**src/rtl/uart_cmd_parser_pkg.sv**
```systemverilog
// Shared definitions for the UART command frame parser: FSM states, error
// codes and the default start-of-frame byte.
package uart_cmd_parser_pkg;

  typedef enum logic [2:0] {
    ST_IDLE    = 3'd0,
    ST_LEN     = 3'd1,
    ST_PAYLOAD = 3'd2,
    ST_CSUM    = 3'd3,
    ST_EMIT    = 3'd4
  } state_e;

  localparam logic [1:0] ERR_LEN  = 2'b01;
  localparam logic [1:0] ERR_CSUM = 2'b10;
  localparam logic [1:0] ERR_TMO  = 2'b11;

  localparam logic [7:0]  SOF_DEFAULT = 8'hA5;
  localparam int unsigned FRAME_CNT_W = 16;

endpackage

```
**src/rtl/uart_cmd_parser_cmd_buf.sv**
```systemverilog
// Payload staging buffer: register array with synchronous write and
// combinational read; storage is intentionally not reset.
module cmd_buf #(
  parameter int unsigned nbits = 8,
  parameter int unsigned DEPTH = 16,
  parameter int unsigned AW    = 4
) (
  input  logic             clk,
  input  logic             we_i,
  input  logic [AW-1:0]    waddr_i,
  input  logic [nbits-1:0] wdata_i,
  input  logic [AW-1:0]    raddr_i,
  output logic [nbits-1:0] rdata_o
);

  logic [nbits-1:0] mem_q [DEPTH];

  always_ff @(posedge clk) begin
    if (we_i && (32'(waddr_i) < DEPTH)) begin
      mem_q[waddr_i] <= wdata_i;
    end
  end

  // Out-of-range reads only happen one past the last byte and are never used.
  assign rdata_o = (32'(raddr_i) < DEPTH) ? mem_q[raddr_i] : '0;

endmodule

```
**src/rtl/uart_cmd_parser.sv**
```systemverilog
// Pulls bytes from a receive FIFO, validates SOF/LEN/payload/CSUM frames and
// replays good payloads on a valid/ready stream.
module uart_cmd_parser
  import uart_cmd_parser_pkg::*;
#(
  parameter int unsigned      nbits   = 8,
  parameter int unsigned      MAX_LEN = 16,
  parameter logic [nbits-1:0] SOF     = nbits'(SOF_DEFAULT),
  parameter int unsigned      TIMEOUT = 1023
) (
  input  logic                   clk,
  input  logic                   reset,
  input  logic                   rx_empty,
  input  logic [nbits-1:0]       rx_data,
  output logic                   rx_rd_en,
  output logic [nbits-1:0]       pl_data,
  output logic                   pl_valid,
  output logic                   pl_last,
  input  logic                   pl_ready,
  output logic                   frm_err,
  output logic [1:0]             err_code,
  output logic [FRAME_CNT_W-1:0] frame_cnt
);

  localparam int unsigned AW = (MAX_LEN > 1) ? $clog2(MAX_LEN) : 1;
  localparam int unsigned TW = $clog2(TIMEOUT + 1);

  state_e                 state_q, state_d;
  logic [nbits-1:0]       len_q, len_d;
  logic [nbits-1:0]       sum_q, sum_d;
  logic [nbits-1:0]       idx_q, idx_d;
  logic [TW-1:0]          tmo_q, tmo_d;
  logic                   rd_en_q, rd_en_d;
  logic [nbits-1:0]       pl_data_q, pl_data_d;
  logic                   pl_valid_q, pl_valid_d;
  logic                   pl_last_q, pl_last_d;
  logic                   frm_err_q, frm_err_d;
  logic [1:0]             err_code_q, err_code_d;
  logic [FRAME_CNT_W-1:0] frame_cnt_q, frame_cnt_d;

  logic                   take_c;
  logic                   wr_en_c;
  logic [nbits-1:0]       nxt_idx_c;
  logic [nbits-1:0]       rd_byte_c;
  logic [nbits-1:0]       sum_add_c;
  logic [TW-1:0]          tmo_inc_c;

  assign take_c    = rd_en_q & ~rx_empty;
  assign wr_en_c   = take_c && (state_q == ST_PAYLOAD);
  assign sum_add_c = sum_q + rx_data;
  assign tmo_inc_c = tmo_q + TW'(1);
  // Read address looks one byte ahead so the next payload byte is ready on accept.
  assign nxt_idx_c = (state_q == ST_EMIT) ? idx_q + nbits'(1) : '0;

  cmd_buf #(
    .nbits (nbits),
    .DEPTH (MAX_LEN),
    .AW    (AW)
  ) u_cmd_buf (
    .clk     (clk),
    .we_i    (wr_en_c),
    .waddr_i (AW'(idx_q)),
    .wdata_i (rx_data),
    .raddr_i (AW'(nxt_idx_c)),
    .rdata_o (rd_byte_c)
  );

  // Next-state and registered-output logic.
  always_comb begin
    state_d     = state_q;
    len_d       = len_q;
    sum_d       = sum_q;
    idx_d       = idx_q;
    tmo_d       = '0;
    pl_data_d   = pl_data_q;
    pl_valid_d  = pl_valid_q;
    pl_last_d   = pl_last_q;
    frm_err_d   = 1'b0;
    err_code_d  = err_code_q;
    frame_cnt_d = frame_cnt_q;

    unique case (state_q)
      ST_IDLE: begin
        if (take_c && (rx_data == SOF)) state_d = ST_LEN;
      end
      ST_LEN: begin
        if (take_c) begin
          if ((rx_data == '0) || (32'(rx_data) > MAX_LEN)) begin
            frm_err_d  = 1'b1;
            err_code_d = ERR_LEN;
            state_d    = ST_IDLE;
          end else begin
            len_d   = rx_data;
            sum_d   = rx_data;
            idx_d   = '0;
            state_d = ST_PAYLOAD;
          end
        end
      end
      ST_PAYLOAD: begin
        if (take_c) begin
          sum_d = sum_add_c;
          idx_d = idx_q + nbits'(1);
          if (idx_d == len_q) state_d = ST_CSUM;
        end
      end
      ST_CSUM: begin
        if (take_c) begin
          if (sum_add_c == '0) begin
            state_d    = ST_EMIT;
            idx_d      = '0;
            pl_valid_d = 1'b1;
            pl_data_d  = rd_byte_c;
            pl_last_d  = (len_q == nbits'(1));
          end else begin
            frm_err_d  = 1'b1;
            err_code_d = ERR_CSUM;
            state_d    = ST_IDLE;
          end
        end
      end
      ST_EMIT: begin
        if (pl_valid_q && pl_ready) begin
          if (pl_last_q) begin
            pl_valid_d  = 1'b0;
            pl_last_d   = 1'b0;
            idx_d       = '0;
            frame_cnt_d = frame_cnt_q + FRAME_CNT_W'(1);
            state_d     = ST_IDLE;
          end else begin
            idx_d     = nxt_idx_c;
            pl_data_d = rd_byte_c;
            pl_last_d = (nxt_idx_c == len_q - nbits'(1));
          end
        end
      end
      default: state_d = ST_IDLE;
    endcase

    // Inter-byte watchdog while a frame is being collected.
    if (((state_q == ST_LEN) || (state_q == ST_PAYLOAD) || (state_q == ST_CSUM)) && !take_c) begin
      if (tmo_inc_c == TW'(TIMEOUT)) begin
        frm_err_d  = 1'b1;
        err_code_d = ERR_TMO;
        state_d    = ST_IDLE;
      end else begin
        tmo_d = tmo_inc_c;
      end
    end

    rd_en_d = ~rx_empty & ~rd_en_q & (state_d != ST_EMIT);
  end

  always_ff @(posedge clk or negedge reset) begin
    if (!reset) begin
      state_q     <= ST_IDLE;
      len_q       <= '0;
      sum_q       <= '0;
      idx_q       <= '0;
      tmo_q       <= '0;
      rd_en_q     <= 1'b0;
      pl_data_q   <= '0;
      pl_valid_q  <= 1'b0;
      pl_last_q   <= 1'b0;
      frm_err_q   <= 1'b0;
      err_code_q  <= 2'b00;
      frame_cnt_q <= '0;
    end else begin
      state_q     <= state_d;
      len_q       <= len_d;
      sum_q       <= sum_d;
      idx_q       <= idx_d;
      tmo_q       <= tmo_d;
      rd_en_q     <= rd_en_d;
      pl_data_q   <= pl_data_d;
      pl_valid_q  <= pl_valid_d;
      pl_last_q   <= pl_last_d;
      frm_err_q   <= frm_err_d;
      err_code_q  <= err_code_d;
      frame_cnt_q <= frame_cnt_d;
    end
  end

  assign rx_rd_en  = rd_en_q;
  assign pl_data   = pl_data_q;
  assign pl_valid  = pl_valid_q;
  assign pl_last   = pl_last_q;
  assign frm_err   = frm_err_q;
  assign err_code  = err_code_q;
  assign frame_cnt = frame_cnt_q;

endmodule
```
**config.mk**
```make
export PLATFORM = sky130hd
export DESIGN_NAME = uart_cmd_parser
export DESIGN_NICKNAME = d
export VERILOG_FILES = /design/src/rtl/uart_cmd_parser_pkg.sv /design/src/rtl/uart_cmd_parser_cmd_buf.sv /design/src/rtl/uart_cmd_parser.sv
export SDC_FILE = /design/constraint.sdc
export NUM_CORES = 1
export LEC_CHECK = 0
export ABC_AREA = 1
export CAP_MARGIN = 10
export CORE_AREA = 2 2 112 222
export DETAILED_ROUTE_END_ITERATION = 8
export DIE_AREA = 0 0 114 224
export GPL_TIMING_DRIVEN = 0
export PLACE_DENSITY = 0.67
export SYNTH_ARGS = -nofsm -noshare
export SYNTH_HDL_FRONTEND = slang
export SYNTH_SLANG_ARGS = --single-unit
```
**constraint.sdc**
```tcl
create_clock -name clk -period 2.2 [get_ports clk]
set_clock_uncertainty 0.1 [all_clocks]
set_input_delay 0.33 -clock clk [delete_from_list [all_inputs] [get_ports clk]]
set_output_delay 0.33 -clock clk [all_outputs]
set_load 0.02 [all_outputs]
```
==> run_results.csv <==
group,metric,value,unit
drt,drtIter0Drc,406,
critical_path,critical_path.slowest_cell,"dfrtp_1",
clock_tree,cts.sinks,195,
critical_path,rr_startpoint,"sum_q[0]",
grt,grt_pass1_wl,39100,microns
clock_tree,clk_pin_slew,0.08,ns
timing,setup_viol_count_final,16,
timing,setup_slack,-0.08032,ns
timing,timing.slew.headroom,43.55,%
power,clkPwrFrac,33.2,%
grt,antenna_found_initial,0,
final_layout,drive_gt1_share,19.42,%
place,numPortBuffers,41,
critical_path,cp.required,2.44,ns
floorplanning,die_h,224,microns
floorplanning,rows,80,
logic_synthesis,synthDistinctLibCells,42,
grt,grt_max_degree,59,
timing,whs,0.1529,ns
clock_tree,ctsHtreeMaxLevel,4,
final_layout,utilization,49.46,%
floorplanning,coreArea,23820,sq um
floorplanning,die_x,114,microns
power,power_density,811.1,nW/um^2
drt,drc_errors,0,
final_layout,flow.area_growth_from_synthesis,22.69,%
grt,grt_pass1_vias,7816,
logic_synthesis,synthesis.area,9604,sq um
power,combinationalPowerShare,22.3,%
power,vdd_ir_drop_max,0.0005144,V
timing,tightest_slew,0.8403,ns
critical_path,cp_max_fo,8,
place,dp_hpwl,17200,microns
floorplanning,die-area,25540,sq um
timing,timing.final.crit_share,103.7,%
critical_path,cp_common_cell,"nand2_1",
final_layout,fill_cells,2131,
critical_path,cp-start-kind,"register",
critical_path,timing.rr.end,"pl_data[7]",
drt,routed_via_density,5.265,
critical_path,path_cells,"ha_4 > inv_2 > fa_2 > inv_2 > nand3_2 > nand2_1 > nand2_1 > nand2_1 > nand3_2 > nor2_2 > nand2_2 > nand2_4 > buf_8 > nand2_8 > nor2_2 > nor2_1",
place,dpl-instance-area,10400,sq um
grt,grt-ovfl-total,0,
power,internal-power,6.629,mW
critical_path,arrival,2.52,ns
power,switchingPower,2.929,mW
timing,fmax,0.4385,GHz
clock_tree,cts.path.max_buffers,2,
floorplanning,floorplan.initialDensity,40.32,%
timing,finalHoldViolations,0,
place,gp_congestion,0.8806,
clock_tree,cts_root_buf,"clkbuf_16",
power,p_sw_share,30.64,%
critical_path,r2r_slack,-0.08,ns
critical_path,end_kind,"register",
grt,grt_use_total,20.00,%
power,leakage,4.813,nW
logic_synthesis,yosysWarningCount,0,
job,maxCapViolCount,0,
critical_path,path_class,"register to register",
logic_synthesis,syn_inst,1029,
min_path,hp-class,"input port to async pin",
drt,vias,7477,
clock_tree,clock_latency,0.45,ns
drt,routed_wl,24650,microns
place,place_ws,-1.540,ns
final_layout,diodes,0,
final_layout,fin_nets,1149,
final_layout,design_area,11780,sq um
logic_synthesis,seq_area_frac_synth,57.48,%
status,status,"finished, violations left",
timing,slew_violations,0,
critical_path,max_stage_delay,0.39,ns
critical_path,r2r_cells,16,
logic_synthesis,syn_avg_cell_area,9.334,sq um
timing,rsz0062_at_grt,"true",
power,seq_power_share,44.5,%
floorplanning,design.portCount,42,
status,violations,"negative setup slack",
logic_synthesis,syn-num-nets,1058,
final_layout,mostFrequentLayoutCell,"nand2_1",
logic_synthesis,ys_ff_latch,195,
timing,fin_crit,2.280,ns
clock_tree,cts_buffers,17,
clock_tree,cts_tree,"done",
drt,drtPass1Iterations,5,
final_layout,layout_common_cells,"nand2_1, edfxtp_1, nor2_1",
drt,ant_nets,0,
drt,post_drt_wl_per_cell,17.36,microns
[cells by family after synthesis]
family / after synthesis / synth area share, %
flops: 195 / 57.48
fa+ha+maj: 17 / 2.293
compound gates: 132 / 8.142
simple gates: 524 / 23.88
buf+inv: 138 / 6.110
xor+xnor: 23 / 2.097
[cells in the mapped netlist, drive strengths merged]
library cell	number	area, sq um
a21oi	23	126.4
a31oi	4	25.02
and3	1	6.260
buf	27	167.7
clkbuf	4	15.01
dfrtp	67	1677
edfxtp	128	3844
fa	1	20.02
ha	16	200.2
inv	107	404.1
nand2	236	928.4
nand3	96	498.0
nand3b	4	30.03
nand4	15	100.1
nor2	151	601.8
nor3	11	60.06
nor4	1	12.51
o211ai	19	157.7
o21ai	83	449.2
o21bai	1	7.510
o22ai	1	6.260
o32a	1	10.01
or2	9	56.30
xnor2	12	105.1
xor2	11	96.34
[per-stage QoR]
stage          TNS [ns]  std cells  power, mW
2_1_floorplan         0       1029      5.439
3_3_place_gp    -248.27       1357      6.010
3_5_place_dp    -130.67       1359      6.046
4_1_cts          -1.359       1411      9.488
5_1_grt          -3.566       1420      9.953
6_report        -0.6930       1420      9.558
[worst max-delay path by stage]
stage               start         end  slack [ns]  cells past startpoint
6_report         sum_q[0]  pl_data[7]       -0.08                     16
5_1_grt          sum_q[0]  pl_data[7]       -0.21                     16
4_1_cts          sum_q[0]  pl_data[3]       -0.11                     16
3_5_place_dp   rx_data[0]    idx_q[0]       -1.54                     17
3_3_place_gp        reset    sum_q[5]       -1.78                      1
2_1_floorplan    idx_q[0]  pl_data[6]        0.02                     14
[layer usage]
metal	part of all wire, %	global-route usage (%)	wire length [microns]
met5	0	0	0
met4	6.1	12.51	1515
met3	3.6	3.653	881
met2	56	38.38	13830
met1	34	18.85	8415
[repair_timing]
action,4_1_cts,5_1_grt
endpoints found under the hold margin,67,0
resized for setup,128,47
endpoints found under the setup margin,166,159
buffers inserted,19,9
gates cloned,1,1
pin swaps,30,25
hold buffers,1,0
[state kept, by name, summed over array words and instances (netlist names), 2 cells and up]
register and count:
err_code 2, len_q 8, tmo_q 10, pl_data 8, sum_q 8, frame_cnt 16, idx_q 8, state_q 3
u_cmd_buf.mem_q 128
[layout make-up]
cell class | count | area, sq um | area share, %
plain buffers | 30 | 217.7 | 1.848
clock buffers | 17 | 425.4 | 3.610
clock inverters | 15 | 167.7 | 1.423
inverters | 107 | 406.6 | 3.451
multi-input cells | 697 | 3926 | 33.32
flip-flops and latches | 195 | 5523 | 46.87
well taps | 287 | 359.1 | 3.047
repair buffers | 72 | 758.2 | 6.434
[power by group through the flow]
stage | clock, mW | sequential, mW | combinational (mW)
detailed placement | 0 | 4.30 | 1.74
CTS | 3.20 | 4.24 | 2.04
global route | 3.32 | 4.27 | 2.36
finish | 3.17 | 4.25 | 2.13
global placement | 0 | 4.30 | 1.71
floorplan | 0 | 4.36 | 1.08
[critical path, delay by kind of cell (launching register included)]
kind | cells | cell delay, ns
buffers and inverters | 3 | 0.27
AND/OR/NAND/NOR | 11 | 0.91
flip-flops | 1 | 0.39
adder cells (fa/ha/maj) | 2 | 0.50
Power figures use the tool's default switching activity.
